===== config.mk =====
export PLATFORM = sky130hd
export DESIGN_NAME = mac_tx_sequencer
export DESIGN_NICKNAME = d
export VERILOG_FILES = /design/src/rtl/mac_tx_sequencer_pkg.sv /design/src/rtl/mac_tx_sequencer_bit_strobe_gen.sv /design/src/rtl/mac_tx_sequencer.sv
export SDC_FILE = /design/constraint.sdc
export NUM_CORES = 1
export LEC_CHECK = 0
export BUFFER_PORTS_ARGS = -buffer_cell sky130_fd_sc_hd__clkbuf_2
export CAP_MARGIN = 20
export CORE_ASPECT_RATIO = 2
export CORE_MARGIN = 4
export CORE_UTILIZATION = 32
export CTS_BUF_LIST = sky130_fd_sc_hd__clkbuf_8
export DETAILED_ROUTE_END_ITERATION = 8
export PLACE_DENSITY_LB_ADDON = 0.08
export SLEW_MARGIN = 20
export SYNTH_ARGS = -nofsm -noshare
export SYNTH_HDL_FRONTEND = slang
export SYNTH_SLANG_ARGS = --single-unit

===== constraint.sdc =====
create_clock -name clock -period 2.1 [get_ports clock]
set_input_delay 0 -clock clock [delete_from_list [all_inputs] [get_ports clock]]
set_output_delay 0 -clock clock [all_outputs]
set_load 0.02 [all_outputs]

===== src/rtl/mac_tx_sequencer_pkg.sv =====
// Shared defaults, FSM encoding and whitening LFSR constants for the MAC TX sequencer.
// The LFSR helpers are only used when MAC_TX_WHITEN_EN is defined.
package mac_tx_sequencer_pkg;

    localparam int unsigned DIV_DEF      = 50;
    localparam int unsigned WORD_W_DEF   = 8;
    localparam int unsigned CHIP_DIV_DEF = 6;

    typedef enum logic [1:0] {
        StIdle = 2'd0,
        StHead = 2'd1,
        StData = 2'd2,
        StGap  = 2'd3
    } tx_state_e;

    // x^7 + x^4 + 1, Fibonacci form; output is the MSB
    localparam logic [6:0] LFSR_SEED = 7'h7F;
    localparam int unsigned LFSR_TAP_A = 6;
    localparam int unsigned LFSR_TAP_B = 3;

    function automatic logic [6:0] lfsr_next(input logic [6:0] s);
        return {s[5:0], s[LFSR_TAP_A] ^ s[LFSR_TAP_B]};
    endfunction

endpackage


===== src/rtl/mac_tx_sequencer_bit_strobe_gen.sv =====
// Free-running DIV divider; bit_stb pulses for one clock when the count reaches DIV-1.
// Also usable as the MAC's clock-enable source.
module bit_strobe_gen #(
    parameter int unsigned DIV = 50
) (
    input  logic clock,
    input  logic reset,
    output logic bit_stb
);

    localparam int unsigned CntW = (DIV > 1) ? $clog2(DIV) : 1;
    localparam logic [CntW-1:0] CntMax = CntW'(DIV - 1);

    logic [CntW-1:0] cnt_q, cnt_d;

    always_comb begin
        bit_stb = (cnt_q == CntMax);
        cnt_d   = bit_stb ? '0 : cnt_q + CntW'(1);
    end

    always_ff @(posedge clock) begin
        if (!reset) begin
            cnt_q <= '0;
        end else begin
            cnt_q <= cnt_d;
        end
    end

endmodule


===== src/rtl/mac_tx_sequencer.sv =====
// MAC TX sequencer: header bit hold, payload prefetch and MSB-first chip serialisation.
// Define MAC_TX_WHITEN_EN to XOR data chips with an x^7+x^4+1 LFSR.
module mac_tx_sequencer
    import mac_tx_sequencer_pkg::*;
#(
    parameter int unsigned DIV      = DIV_DEF,
    parameter int unsigned WORD_W   = WORD_W_DEF,
    parameter int unsigned CHIP_DIV = CHIP_DIV_DEF
) (
    input  logic              clock,
    input  logic              reset,
    input  logic              sending,
    input  logic              head,
    input  logic              datacmd,
    input  logic              working,
    output logic              bit_stb,
    output logic              pl_req,
    input  logic              pl_ack,
    input  logic [WORD_W-1:0] pl_data,
    input  logic              pl_empty,
    output logic              mod_en,
    output logic              mod_bit,
    output logic              underrun,
    output logic              busy
);

    localparam int unsigned ChipW = (CHIP_DIV > 1) ? $clog2(CHIP_DIV) : 1;
    localparam int unsigned IdxW  = (WORD_W > 1) ? $clog2(WORD_W) : 1;
    localparam logic [ChipW-1:0] ChipMax = ChipW'(CHIP_DIV - 1);
    localparam logic [IdxW-1:0]  IdxMax  = IdxW'(WORD_W - 1);

    tx_state_e         state_q, state_d;
    logic              head_q, head_d;
    logic [WORD_W-1:0] shift_q, shift_d;
    logic [WORD_W-1:0] word_q, word_d;
    logic              word_valid_q, word_valid_d;
    logic [ChipW-1:0]  chip_q, chip_d;
    logic [IdxW-1:0]   idx_q, idx_d;
    logic              pl_req_q, pl_req_d;
    logic              underrun_q, underrun_d;
    logic              consume;
    logic              whiten_bit;
`ifdef MAC_TX_WHITEN_EN
    logic [6:0]        lfsr_q, lfsr_d;
`endif

    bit_strobe_gen #(
        .DIV(DIV)
    ) u_bit_strobe_gen (
        .clock  (clock),
        .reset  (reset),
        .bit_stb(bit_stb)
    );

    always_comb begin
        state_d      = state_q;
        head_d       = head_q;
        shift_d      = shift_q;
        word_d       = word_q;
        word_valid_d = word_valid_q;
        chip_d       = chip_q;
        idx_d        = idx_q;
        pl_req_d     = pl_req_q;
        underrun_d   = underrun_q;
        consume      = 1'b0;
`ifdef MAC_TX_WHITEN_EN
        lfsr_d       = lfsr_q;
`endif

        if (state_q == StData) begin
            if (chip_q == ChipMax) begin
                chip_d  = '0;
                shift_d = shift_q << 1;
`ifdef MAC_TX_WHITEN_EN
                lfsr_d  = lfsr_next(lfsr_q);
`endif
                if (idx_q == IdxMax) begin
                    state_d = StGap;
                end else begin
                    idx_d = idx_q + IdxW'(1);
                end
            end else begin
                chip_d = chip_q + ChipW'(1);
            end
        end

        // The strobe decision always wins over whatever the current state was doing
        if (bit_stb) begin
            chip_d = '0;
            idx_d  = '0;
            if (!working || !sending) begin
                state_d = StIdle;
            end else if (!datacmd) begin
                state_d = StHead;
                head_d  = head;
`ifdef MAC_TX_WHITEN_EN
                if (state_q == StIdle) begin
                    lfsr_d = LFSR_SEED;
                end
`endif
            end else if (word_valid_q) begin
                state_d = StData;
                shift_d = word_q;
                consume = 1'b1;
            end else begin
                state_d    = StGap;
                underrun_d = 1'b1;
            end
        end

        // Prefetch: a consumed word may be refetched in the same cycle
        if (consume) begin
            word_valid_d = 1'b0;
        end
        if (pl_req_q) begin
            if (pl_ack) begin
                word_d       = pl_data;
                word_valid_d = 1'b1;
                pl_req_d     = 1'b0;
            end
        end else begin
            pl_req_d = (!word_valid_q || consume) && !pl_empty;
        end
    end

    always_ff @(posedge clock) begin
        if (!reset) begin
            state_q      <= StIdle;
            head_q       <= 1'b0;
            shift_q      <= '0;
            word_q       <= '0;
            word_valid_q <= 1'b0;
            chip_q       <= '0;
            idx_q        <= '0;
            pl_req_q     <= 1'b0;
            underrun_q   <= 1'b0;
`ifdef MAC_TX_WHITEN_EN
            lfsr_q       <= LFSR_SEED;
`endif
        end else begin
            state_q      <= state_d;
            head_q       <= head_d;
            shift_q      <= shift_d;
            word_q       <= word_d;
            word_valid_q <= word_valid_d;
            chip_q       <= chip_d;
            idx_q        <= idx_d;
            pl_req_q     <= pl_req_d;
            underrun_q   <= underrun_d;
`ifdef MAC_TX_WHITEN_EN
            lfsr_q       <= lfsr_d;
`endif
        end
    end

`ifdef MAC_TX_WHITEN_EN
    assign whiten_bit = lfsr_q[6];
`else
    assign whiten_bit = 1'b0;
`endif

    always_comb begin
        pl_req   = pl_req_q;
        underrun = underrun_q;
        busy     = (state_q != StIdle);
        mod_en   = 1'b0;
        mod_bit  = 1'b0;
        unique case (state_q)
            StHead: begin
                mod_en  = 1'b1;
                mod_bit = head_q;
            end
            StData: begin
                mod_en  = 1'b1;
                mod_bit = shift_q[WORD_W-1] ^ whiten_bit;
            end
            default: ;
        endcase
    end

endmodule


Yosys cells after proc, flatten, opt, wreduce, memory -nomap -nowiden
Index checks and enable logic that the tools add are counted.
Storage, ports and cells
  input bits: 16
  output and inout bits: 6
  ROM bits: 0
  memories: 0
  bits in writable memories: 0
  logic and storage cells: 66
  flip-flop bits (word level): 34
  bits in latches: 0
Operators by class
  add/subtract/negate cells: 3
  bitwise gates (word level): 5
  eq/ne operators: 5
  multiplexer cells: 25
  multipliers: 0
  reductions and logical operators: 18
  shift-type cells: 0
  magnitude comparators: 0
  div/mod/pow operators: 0
Operators with widths (number)
  $mux W8: 6
  $mux W2: 6
  $mux W1: 11
  $reduce_and A3 Y1: 3
  $reduce_bool A2 Y1: 4
  $add A3 B1 Y3 const B: 2
  $add A6 B1 Y6 const B: 1
  $eq A3 B3 Y1 const B: 2
  $eq A6 B6 Y1 const B: 1
  $not A1 Y1: 5
  $logic_not A1 Y1: 4
  $reduce_and A4 Y1: 1
  $reduce_or A2 Y1: 2
  $mux W3: 1
  $eq A2 B1 Y1 const B: 1
  $eq A2 B2 Y1 const B: 1
  $logic_or A1 B1 Y1: 2
  $pmux W1 S2: 1
  $reduce_and A2 Y1: 1
  $logic_and A1 B1 Y1: 1

Depth between registers and ports, before layout
  depth in word-level cells: 7
  mapped depth: 6
  mapped depth without buffers: 5

By module
Synthesis repeated with hierarchy kept, for this count alone.
Second synthesis, totals
  cells, all modules: 176
  area, all modules: 1506.4 um^2
Modules (own cells, without submodules)
  mac_tx_sequencer: cells each 148, area each 1227.4 um^2, seq. area each 560.5 um^2, times used 1
  bit_strobe_gen: cells each 28, area each 279.0 um^2, seq. area each 120.1 um^2, times used 1

Worst setup path before layout
OpenSTA, ideal clock, no wires.
  kind: register to register
  start point: register u_bit_strobe_gen.cnt_q[0]
  end point: register shift_q[0]
  period minus slack after synthesis: 1.488 ns
  data arrival time: 1.368 ns
  path slack: 0.612 ns
  cell stages (with the launch flop): 6
  buffers on the path: 1
  cell sequence: dfxtp_1 > ha_1 > nand4b_1 > or4_1 > buf_2 > mux2i_1
Between the ends
  word-level cells in the longest chain between the ends: 2
RTL lines
  start, declared: RTL line mac_tx_sequencer_bit_strobe_gen.sv:14  | logic [CntW-1:0] cnt_q, cnt_d;
  start signal, assigned: RTL line mac_tx_sequencer_bit_strobe_gen.sv:25  | cnt_q <= cnt_d;
  $eq A6 B6 Y1: RTL line mac_tx_sequencer_bit_strobe_gen.sv:17  | bit_stb = (cnt_q == CntMax);
  $mux W8: RTL line mac_tx_sequencer.sv:88  | if (bit_stb) begin
  end signal, assigned: RTL line mac_tx_sequencer.sv:143  | shift_q <= shift_d;
  end, declared: RTL line mac_tx_sequencer.sv:34  | logic [WORD_W-1:0] shift_q, shift_d;
No other way between the ends.
A chain may end at the register's enable or synchronous reset.

Final worst setup path
Ends and elaborated chain as after synthesis.

==> summary by stage <==
Clock network
CTS placed an instance of sky130_fd_sc_hd__clkbuf_8 at the clock tree root. No sink is reached through more buffers than the 2 on the longest clock path. Clock latency on the worst-skew pair, taken at its later pin, is 0.29 ns. The number of sinks on the clock net is 34. TritonCTS built the clock tree. Once the clock tree was built, the setup fixing pass inserted 0 buffers. The clock tree synthesis step divided the H-tree into 2 levels. In this run, CTS created clock tree buffers numbering 5. Clock-pin slew was measured on the worst setup and hold paths at 0.07 ns.

Min path
In this run the most critical hold path is launched from datacmd. The worst hold path terminates at head_q$_SDFFE_PN0P_. The cell depth of the worst min-delay path is 3. The worst hold path belongs to the class input pin to register.

Yosys
The dominant cell type by area after synthesis is sky130_fd_sc_hd__dfxtp_1. The post-synthesis sequential element count is 34. Counting flops with an async set or reset pin after synthesis yields a share of 0%.

After synthesis, the largest area contributor takes up 43.8% of total cell area. In the synthesized netlist the dominant register cell turns out to be sky130_fd_sc_hd__dfxtp_1. The number of nets in the synthesized netlist is 207. The number of cells produced by synthesis is 184. By area the synthesized netlist is led by sky130_fd_sc_hd__dfxtp_1, sky130_fd_sc_hd__nand2_1, sky130_fd_sc_hd__ha_1. The summed instance area of the synthesized netlist is 0.00155 mm^2.

The Yosys step of the flow raised 0 warnings. The sequential-to-total area share from yosys stat is 43.8%. The mean post-synth cell area is about 8.4 um^2. The unique cell type count in the Yosys netlist is 31. The synthesized design contains 0 enable-type register cells.

Outcome
The flow ran to the end, and the final reports show no timing, DRC or antenna violations.

Timing
The relative max-transition margin is a little over three fifths. The worst path uses 82.2% of the clock period. Setup violations remaining at the end of the flow were counted as 0. Setup repair after global routing left no endpoint under its margin. Setup slack closes at 0.373 ns. Setup total negative slack on the finished layout was measured at 0 ns. The number of pins with negative max-slew slack in the final report is 0. The final hold violation count is 0. The upper clock frequency limit is between 0.5 and 0.6 GHz. At the pin with the least slew margin, the transition time is 0.561 ns.

For the finished layout, the period the worst path requires is 1.73 ns. For the final database, setup skew stands at 0.00381 ns.

Global route
The met1 track demand over resource is between 10% and 20%. The final global-route overflow total is 0. Global routing used 14.0% of the available tracks. The routing usage on met3 is 2.55%. The largest net degree at the start of global routing is 27. In the global route stage, met2 resource usage came out at 27.7%.

The first global-routing pass estimated 6.60 mm of wire. The busiest layer in global routing is met2. The initial antenna violation count came to 0.

The via count of the first global-routing pass is ~1500.

Routing
Across all layers, the routed design uses between 1000 and 1500 vias. The final wirelength is 3.77 mm. The number of detailed-routing iterations run before antenna repair is 4. The detailed-route wire length per cell is 14.0 um. The count of nets left with antenna violations once routing finished came out at 0. The average via count per standard cell is 5.13. For this block, the initial DRC count from the detailed router was 36. For this run, design rule violations remaining after detail routing come to 0.

Setup path
At the worst endpoint, the required time is 2.27 ns. The path type of the worst setup path is register to register. Measured in cells, the most critical reg-to-reg path has a length of 4. The arrival time of the worst setup path is 1.89 ns. The setup slack of the worst register-to-register path is around 0.37 ns. The worst setup path is launched from a register.

The largest stage delay on the critical path is a little under 0.7 ns. The path length in cells of the critical path is 4. Broken down by cell family, the worst path's largest delay share belongs to simple AND/OR/NAND/NOR gates. The highest fanout seen on the critical path is 8. The worst reg2reg path startpoint is u_bit_strobe_gen.cnt_q[0]$_SDFF_PP0_. Walking the worst path, the cells encountered are ha_1 > nand4b_1 > or4_1 > mux2i_1. The worst flop-to-flop path endpoint is shift_q[0]$_SDFF_PN0_. The combined buffer and inverter count along the critical path is 0. The slowest library cell on the worst path is sky130_fd_sc_hd__or4_1. The kind of end point of the critical path is a register.

Placement
The post-DP HPWL is approximately 2.9 mm. The weighted congestion at the end of routability-driven global placement is ~0.75. Including well taps, the total number of placed cells is 252. The worst setup timing slack at the placement stage is 0.361 ns. Port buffering added 21 buffers.

Floorplanning
The die extent in x is 57.3 um. Measured along the y axis, the die boundary spans roughly 110 um. The core area is 0.00464 mm^2. Row generation in the floorplan step produced 35 rows. The die outline area is 0.00610 mm^2. For this design the top-level I/O count stands at 22.

The initial core utilization is 33.5%.

Cells and area
Relative to the synthesized area, the layout overhead comes to 22.6%. In the layout the commonest cells are sky130_fd_sc_hd__nand2_1, sky130_fd_sc_hd__dfxtp_1, sky130_fd_sc_hd__clkbuf_2. Excluding fillers, the count of instances in the completed layout stands at 270. The number of diodes added for antenna fixing is 0.

At the end of the flow, the number of nets in the layout was about 240. The commonest non-fill, non-tap cell in the layout is sky130_fd_sc_hd__nand2_1. Cells fill 41.1% of the core in the end. Cells with a size suffix above 1 make up 15.3% of the layout.

The filler cells instantiated in the layout total 496.

Power and ir drop
The power after layout is 1.28 mW. The leakage component of the power is 0.734 nW. VDD sags by at most roughly 390 uV. The power per cell area is 671 mW/mm^2.

Run
Across the run, the number of max-cap violations was 0.
-- power by group --
| group | switching [mW] | total, mW | internal (mW) |
|---|---|---|---|
| sequential | 0.0136 | 0.675 | 0.662 |
| clock | 0.238 | 0.498 | 0.260 |
| combinational | 0.0533 | 0.106 | 0.0524 |
| total | 0.305 | 1.28 | 0.974 |
-- layer usage --
| metal | routed length [um] | up-vias | share of wire, % |
|---|---|---|---|
| met1 | 1330 | 655 | 35 |
| met4 | 79 | 0 | 2.1 |
| met3 | 106 | 5 | 2.8 |
| met2 | 2260 | 25 | 60 |
| met5 | 0 | - | 0 |
| li1 | - | 699 | - |
-- cell usage after synthesis, drive strengths merged (3+ instances only) --
cell type   n
o41ai       7
a21oi       5
nor2       10
a31oi       7
inv         6
o21ai       5
nand4b      3
nand2b      7
dfxtp      34
a21boi      8
nand2      39
nand3       8
clkbuf     11
ha          7
mux2i       3
-- cell families (layout without fill, tap and decap cells) --
group	count (synthesis)	after routing	share of synthesized area, %
and+or+nand+nor	77	77	23.5
AOI/OAI and AO/OA	40	40	18.1
DFF	34	34	43.8
buffers and inverters	19	50	4.75
adders and majority gates	7	7	5.64
xor gates and xnor gates	4	4	2.25
muxes	3	3	1.93
-- worst register-to-register path, cell delays in order, from the launching register on --
cell and delay (ns):
sky130_fd_sc_hd__dfxtp_1 0.38, sky130_fd_sc_hd__ha_1 0.18, sky130_fd_sc_hd__nand4b_1 0.20, sky130_fd_sc_hd__or4_1 0.69, sky130_fd_sc_hd__mux2i_1 0.17
-- state kept, by name, indices dropped and copies added, names as in the netlist --
| register | count |
|---|---|
| word_q | 8 |
| chip_q | 3 |
| idx_q | 3 |
| shift_q | 8 |
| word_valid_q | 1 |
| u_bit_strobe_gen.cnt_q | 6 |
| head_q | 1 |
| state_q | 2 |
| pl_req | 1 |
| underrun | 1 |
-- metrics by stage --
step	area [um^2]	hold slack (ns)
CTS	1910	0.0161
finish	1910	0.0256
detailed placement	1710	0.207
global placement	1710	0.191
floorplan	1550	0.101
global route	1910	0.0430
-- cell type report --
cell class	count	area (um^2)	area share [%]
timing repair buffer	36	243	12.7
tap	55	68.8	3.61
clock buffer	6	82.6	4.33
sequential	34	681	35.7
inverter	6	22.5	1.18
clock inverter	2	8.76	0.460
multi-input combinational	131	800	42.0
-- worst max-delay path by stage --
stage,from,endpoint,slack (ns)
2_1_floorplan,u_bit_strobe_gen.cnt_q[0]$_SDFF_PP0_,shift_q[0]$_SDFF_PN0_,0.61
3_3_place_gp,u_bit_strobe_gen.cnt_q[0]$_SDFF_PP0_,shift_q[0]$_SDFF_PN0_,0.42
3_5_place_dp,u_bit_strobe_gen.cnt_q[0]$_SDFF_PP0_,shift_q[0]$_SDFF_PN0_,0.36
4_1_cts,u_bit_strobe_gen.cnt_q[0]$_SDFF_PP0_,shift_q[0]$_SDFF_PN0_,0.36
5_1_grt,u_bit_strobe_gen.cnt_q[0]$_SDFF_PP0_,shift_q[4]$_SDFF_PN0_,0.19
6_report,u_bit_strobe_gen.cnt_q[0]$_SDFF_PP0_,shift_q[0]$_SDFF_PN0_,0.37
-- timing repair --
action | in CTS | in global routing
endpoints found under the setup margin | 0 | 0
resized for setup | 0 | 0
endpoints found under the hold margin | 10 | 0
hold buffers | 10 | 0
Note: power is estimated with default switching activity, not from simulation.
